### src/rtl/mem_load_unit.sv
// MEM-stage load unit: issues a word-aligned bus read, stalls until ack, then extracts and extends the result.
// Optional misaligned-load exception (AdEL) is enabled with `define LOAD_ALIGN_CHECK_EN.
module mem_load_unit (
    input  logic        clk,
    input  logic        reset_n,
    input  logic [31:0] M_readAddr,
    input  logic [9:0]  M_instrType,
    input  logic        M_memReadEn,
    output logic        bus_rd_req,
    output logic [31:0] bus_addr,
    input  logic        bus_rd_ack,
    input  logic [31:0] bus_rd_data,
    output logic [31:0] loadData,
    output logic        loadValid,
    output logic        stall,
    output logic        excValid,
    output logic [4:0]  excCode
);

    // Instruction-type encodings shared with the decode stage.
    localparam logic [9:0] TYPE_LW  = 10'b00_0000_0001;
    localparam logic [9:0] TYPE_LH  = 10'b00_0000_0010;
    localparam logic [9:0] TYPE_LHU = 10'b00_0000_0100;
    localparam logic [9:0] TYPE_LB  = 10'b00_0000_1000;
    localparam logic [9:0] TYPE_LBU = 10'b00_0001_0000;

    localparam logic [4:0] EXC_ADEL = 5'd4;

    localparam logic [1:0] S_IDLE = 2'd0;
    localparam logic [1:0] S_WAIT = 2'd1;
    localparam logic [1:0] S_DONE = 2'd2;

    logic [1:0]  state;
    logic [9:0]  latchedType;
    logic [1:0]  latchedOff;
    logic        isLoad;
    logic        isHalf;
    logic        misaligned;
    logic        accept;
    logic [31:0] extracted;
    logic [15:0] halfSel;
    logic [7:0]  byteSel;

    assign isHalf = (M_instrType == TYPE_LH) || (M_instrType == TYPE_LHU);
    assign isLoad = (M_instrType == TYPE_LW) || isHalf ||
                    (M_instrType == TYPE_LB) || (M_instrType == TYPE_LBU);
    assign accept = (state == S_IDLE) && M_memReadEn && isLoad;

`ifdef LOAD_ALIGN_CHECK_EN
    assign misaligned = ((M_instrType == TYPE_LW) && (M_readAddr[1:0] != 2'b00)) ||
                        (isHalf && M_readAddr[0]);
`else
    assign misaligned = 1'b0;
`endif

    assign stall = accept || (state == S_WAIT);

    // NOTE: every output of this block gets a default first so no latch is inferred.
    always_comb begin
        halfSel   = latchedOff[1] ? bus_rd_data[31:16] : bus_rd_data[15:0];
        byteSel   = bus_rd_data[7:0];
        extracted = bus_rd_data;
        case (latchedOff)
            2'd1:    byteSel = bus_rd_data[15:8];
            2'd2:    byteSel = bus_rd_data[23:16];
            2'd3:    byteSel = bus_rd_data[31:24];
            default: byteSel = bus_rd_data[7:0];
        endcase
        case (latchedType)
            TYPE_LH:  extracted = {{16{halfSel[15]}}, halfSel};
            TYPE_LHU: extracted = {16'd0, halfSel};
            TYPE_LB:  extracted = {{24{byteSel[7]}}, byteSel};
            TYPE_LBU: extracted = {24'd0, byteSel};
            default:  extracted = bus_rd_data;
        endcase
    end

    // NOTE: sequential state uses non-blocking assignments so all registers update from pre-edge values.
    always_ff @(posedge clk or negedge reset_n) begin
        if (!reset_n) begin
            state       <= S_IDLE;
            latchedType <= '0;
            latchedOff  <= '0;
            bus_rd_req  <= 1'b0;
            bus_addr    <= '0;
            loadData    <= '0;
            loadValid   <= 1'b0;
        end else begin
            loadValid <= 1'b0;
            case (state)
                S_IDLE: begin
                    if (accept) begin
                        latchedType <= M_instrType;
                        latchedOff  <= M_readAddr[1:0];
                        if (misaligned) begin
                            loadData  <= '0;
                            loadValid <= 1'b1;
                            state     <= S_DONE;
                        end else begin
                            bus_rd_req <= 1'b1;
                            bus_addr   <= {M_readAddr[31:2], 2'b00};
                            state      <= S_WAIT;
                        end
                    end
                end
                S_WAIT: begin
                    if (bus_rd_ack) begin
                        bus_rd_req <= 1'b0;
                        loadData   <= extracted;
                        loadValid  <= 1'b1;
                        state      <= S_DONE;
                    end
                end
                S_DONE:  state <= S_IDLE;
                default: state <= S_IDLE;
            endcase
        end
    end

`ifdef LOAD_ALIGN_CHECK_EN
    // Exception is reported alongside the loadValid pulse of the aborted load.
    always_ff @(posedge clk or negedge reset_n) begin
        if (!reset_n) begin
            excValid <= 1'b0;
            excCode  <= '0;
        end else if (accept && misaligned) begin
            excValid <= 1'b1;
            excCode  <= EXC_ADEL;
        end else begin
            excValid <= 1'b0;
            excCode  <= '0;
        end
    end
`else
    assign excValid = 1'b0;
    assign excCode  = 5'd0;
`endif

endmodule

### config.mk
export PLATFORM = sky130hd
export DESIGN_NAME = mem_load_unit
export DESIGN_NICKNAME = d
export VERILOG_FILES = /design/src/rtl/mem_load_unit.sv
export SDC_FILE = /design/constraint.sdc
export NUM_CORES = 1
export LEC_CHECK = 0
export CAP_MARGIN = 20
export CORE_MARGIN = 2
export CORE_UTILIZATION = 41
export CTS_BUF_LIST = sky130_fd_sc_hd__clkbuf_8
export DETAILED_ROUTE_END_ITERATION = 8
export PLACE_DENSITY = 0.77
export REMOVE_ABC_BUFFERS = 1
export SLEW_MARGIN = 20
export SYNTH_ARGS = -nofsm -noshare
export SYNTH_HDL_FRONTEND = slang
export SYNTH_SLANG_ARGS = --single-unit
### constraint.sdc
create_clock -name clk -period 2.2 [get_ports clk]
set_input_delay 0.33 -clock clk [delete_from_list [all_inputs] [get_ports clk]]
set_output_delay 0.33 -clock clk [all_outputs]
set_load 0.01 [all_outputs]
# Word-level counts from Yosys, hierarchy flattened
# Cells that the tools add are included.
# op_classes
eq_ne,15
n_reduce_logical,13
muxes,11
# op_table
cell,n
32-bit case mux with 4 select lines,1
8-bit case mux with 3 select lines,1
10-bit by 2-bit == test with 1-bit output (second input constant),2
10-bit by 3-bit == test with 1-bit output (second input constant),2
10-bit by 4-bit == test with 1-bit output (second input constant),2
10-bit by 5-bit == test with 1-bit output (second input constant),2
16-bit 2-to-1 mux,1
10-bit by 1-bit == test with 1-bit output (second input constant),1
2-bit AND reduction,3
1-bit logical OR,5
2-bit by 1-bit == test with 1-bit output (second input constant),2
2-bit == test (second input constant),2
1-bit 2-to-1 mux,4
2-bit 2-to-1 mux,2
2-bit != test (second input constant),2
2-bit case mux with 2 select lines,1
3-bit AND reduction,1
1-bit logical AND,2
2-bit logical NOT,1
1-bit case mux with 2 select lines,1
2-bit nonzero test,1
# word_totals
word_cells,46
regBits,78

# Longest topological paths before layout
# depth
ltp_word,8
ltp_mapped,7
depth_no_buf,5

# Least setup slack after synthesis
# OpenSTA, ideal clock, no wires.
# synth_path
kind,reg-to-reg
from,register latchedType[4]
to,register loadData[22]
stages_incl_launch_ff,7
setup_slack_ps,126
arrival_ps,1995
path_buffers,2
period_less_slack_ps,2074
required_time_ps,2120
cell_sequence,dfrtp_1 or4_4 buf_6 nor4b_4 a311oi_4 buf_6 o22ai_2
# synth_via
elab_chain_cells,2
# synth_lines
item,line_no,text
start: declaration,34,logic [9:0] latchedType;
start signal: assignment,93,latchedType <= M_instrType;
10-bit by 5-bit == test with 1-bit output (tied with other cells),69,case (latchedType)
32-bit case mux with 4 select lines (*),69,
end signal: assignment,109,loadData <= extracted;
end: declaration,13,"output logic [31:0] loadData,"
# Every way passes the cells marked *; elsewhere a longest branch is shown, timed or not.
# A chain may end at the register's enable or synchronous reset.

# Worst setup path in the final report
# layout_path
from,input port M_instrType[8]
to,register bus_addr[3]
# layout_via
elab_chain_cells,7
# layout_lines
item,line_no,text
start: declaration,7,"input logic [9:0] M_instrType,"
10-bit by 2-bit == test with 1-bit output / 10-bit by 3-bit == test with 1-bit output (equally long branches),44,assign isHalf = (M_instrType == TYPE_LH) || (M_instrType == TYPE_LHU);
1-bit logical OR,44,
1-bit logical OR (2 in series),45,assign isLoad = (M_instrType == TYPE_LW) || isHalf ||
1-bit logical OR (*),46,(M_instrType == TYPE_LB) || (M_instrType == TYPE_LBU);
1-bit logical AND (*),47,assign accept = (state == S_IDLE) && M_memReadEn && isLoad;
2-bit AND reduction (no line) (*),n/a,
end signal: assignment,101,"bus_addr <= {M_readAddr[31:2], 2'b00};"
end: declaration,10,"output logic [31:0] bus_addr,"
# Marks and branches as above.

==> flow_summary.json <==
{
  "outcome": "finished, final reports clean",
  "tritoncts": "built",
  "finClkSkew_ns": 0.007755,
  "clk_path_buf_depth": 2,
  "port_buffers": 142,
  "max_freq_mhz": 478.3,
  "grt_pass1_wl_um": 17590,
  "cpMostUsedCell": "buf_4",
  "ys_ff_latch": 78,
  "place_congestion": 0.7985,
  "root_buffer": "clkbuf_8",
  "hp-class": "in -> async",
  "vias_per_cell": 5.425,
  "netlist_instances": 336,
  "path_class": "in -> reg",
  "ctsHtreeMaxLevel": 3,
  "fin_util_pct": 64.78,
  "crit_required_ns": 2.43,
  "wl_per_cell_um": 17.76,
  "grt_setup_unrepaired": "false",
  "crit_path_max_fanout": 6,
  "drv_slew": 0,
  "final_common_cell": "clkdlybuf4s50_1",
  "max_slew_margin_pct": 63.17,
  "final.setup.worst_slack_ns": 0.1094,
  "power.density_nw_per_um2": 537.6,
  "gr-total-overflow": 0,
  "place_area_sq_um": 5688,
  "first_global_vias": 3486,
  "ys_types": 40,
  "timing.final.crit_share_pct": 95.03,
  "fp.dieH_um": 102.3,
  "avgSynthCellArea_sq_um": 11.79,
  "fin_area_sq_um": 6042,
  "cap_violations": 0,
  "finalCriticalPeriod_ns": 2.091,
  "layout_common_cells": "clkdlybuf4s50_1, dfrtp_1, o21ai_0, mux2_2, buf_4",
  "drive_gt1_share_pct": 24.11,
  "power_mw": 3.248,
  "fill_cells": 736,
  "ys_seq_area_share_pct": 49.29,
  "io_pins": 151,
  "first_pass_iters": 4,
  "vias": 3445,
  "core.rowCount": 35,
  "place_ws_ns": -0.3170,
  "start_util_pct": 42.45,
  "drt_iter0_markers": 193,
  "synth.cell_area_sq_um": 3960,
  "setup_viol": 0,
  "crit_path_end_kind": "flip-flop",
  "worstPathCellList": "clkdlybuf4s50_1 > nor4_2 > nand2_1 > buf_4 > buf_4 > buf_4 > a31oi_4 > buf_12 > clkbuf_16 > mux2_2",
  "die_x_um": 102.3,
  "drt_drc_violations_left": 0,
  "critPathLaunchType": "input port",
  "synth-edff-count": 0,
  "ys.flop_type": "dfrtp_1",
  "antenna_cells": 0,
  "p_leak_nw": 2.462,
  "insertion_delay_ns": 0.34,
  "worst_pin_slew_ns": 0.5448,
  "grt_max_degree": 41,
  "post-dp-hpwl_um": 7985,
  "clkSlewWorstSetupHoldPaths_ns": 0.09,
  "nets": 579,
  "postRouteAntennaNets": 0,
  "wirelength_um": 11280,
  "async_flop_share_pct": 100.0,
  "yosys_warnings": 0,
  "cts_buffers": 9,
  "fp.dieArea_sq_um": 10460,
  "hold_viol": 0,
  "area_delta_synth_final_pct": 52.57,
  "max-vdd-ir-drop_v": 0.0003989,
  "cp_slowest_cell": "clkdlybuf4s50_1",
  "grt_use_total_pct": 21.91,
  "core-area_sq_um": 9328,
  "cp_slowest_stage_delay_ns": 0.41,
  "antenna_found_initial": 0,
  "cp.arrival_ns": 2.32,
  "clock_sinks": 78
}
-- synth_stat cells (2+ instances only) --
cell	n	area (sq um)
o21ai_0	41	205.2
or4_1	2	15.01
buf_2	5	25.02
nand4b_1	2	17.52
o41ai_1	8	70.07
nand2b_1	2	12.51
nor3_1	3	15.01
mux2_2	37	416.7
mux2i_1	16	160.2
buf_6	2	22.52
nor2_1	27	101.4
o22ai_1	22	137.6
buf_4	10	75.07
xnor2_1	2	17.52
nor4_1	9	56.30
nor4b_1	2	17.52
mux4_2	8	180.2
a211oi_1	8	60.06
and2_1	5	31.28
buf_1	2	7.510
o22ai_2	10	125.1
nand3b_1	3	22.52
clkbuf_1	14	52.55
or3_1	2	12.51
nand2_1	2	7.510
dfrtp_1	78	1952
-- report_power, final --
| group | total, mW | switching [mW] | internal (mW) |
|---|---|---|---|
| Sequential | 1.51 | 0.0326 | 1.48 |
| Combinational | 0.659 | 0.298 | 0.360 |
| Clock | 1.08 | 0.549 | 0.528 |
-- stage by stage --
step | cells | setup TNS (ns) | hold WS [ns]
floorplan | 310 | -62.89 | 0.03441
global placement | 610 | -0.2144 | 0.2958
detailed placement | 610 | -2.688 | 0.2940
CTS | 631 | 0 | 0.4523
global route | 635 | 0 | 0.4719
finish | 635 | 0 | 0.4633
-- repair_timing --
item,CTS,global route
endpoints found under the setup margin,1,37
endpoints found under the hold margin,29,0
hold buffers,1,0
pin swaps,3,3
setup buffers,4,2
resized for setup,10,1
gates cloned,0,3
-- cells by family (layout without fill, tap and decap cells) --
kind of cell | count (synthesis) | after routing | synth area share [%]
and+or+nand+nor | 63 | 63 | 9.194
buffers and inverters | 35 | 198 | 4.802
muxes | 61 | 61 | 19.12
DFF | 78 | 78 | 49.29
xor gates and xnor gates | 3 | 3 | 0.6636
AOI/OAI and AO/OA | 95 | 95 | 16.84
other | 1 | 8 | 0.09470
-- flip-flops by register name, summed over array words and instances (netlist names) --
register     flops
bus_rd_req       1
state            2
loadValid        1
latchedType     10
loadData        32
latchedOff       2
bus_addr        30
-- path summary, 6_finish.rpt --
kind | start | cells past startpoint | slack (ns) | to
max in group asynchronous | reset_n | 3 | 1.19 | latchedType[5]
min reg2reg | bus_rd_req | 1 | 0.51 | bus_rd_req
max | M_instrType[8] | 10 | 0.11 | bus_addr[3]
min | reset_n | 2 | 0.46 | bus_addr[13]
min in group clk | M_instrType[3] | 2 | 0.49 | latchedType[3]
max reg2reg | latchedType[9] | 5 | 0.16 | loadData[11]
-- area by class of cell --
cell class	instances	area (sq um)	area share, %
flip-flops and latches	78	1952	32.30
multi-input cells	230	1907	31.56
repair buffers	180	1815	30.05
well taps	129	161.4	2.671
clock buffers	9	123.9	2.050
clock inverters	7	75.07	1.242
inverters	2	7.507	0.1242
-- routing by layer --
metal  global-route usage (%)  vias to the layer above  wire length, um
li1                         -                     1597                -
met3                    8.208                       17             1158
met1                    27.79                     1671             4598
met2                    34.67                      160             5311
met4                    7.590                        0              209
met5                        0                        -                0
-- critical path: cells and delay by family --
family | cells | cell delay, ns
buffers and inverters | 6 | 1.09
AOI/OAI and AO/OA | 1 | 0.20
muxes | 1 | 0.32
and+or+nand+nor | 2 | 0.37
No activity file was read; power rests on OpenSTA's default activity.
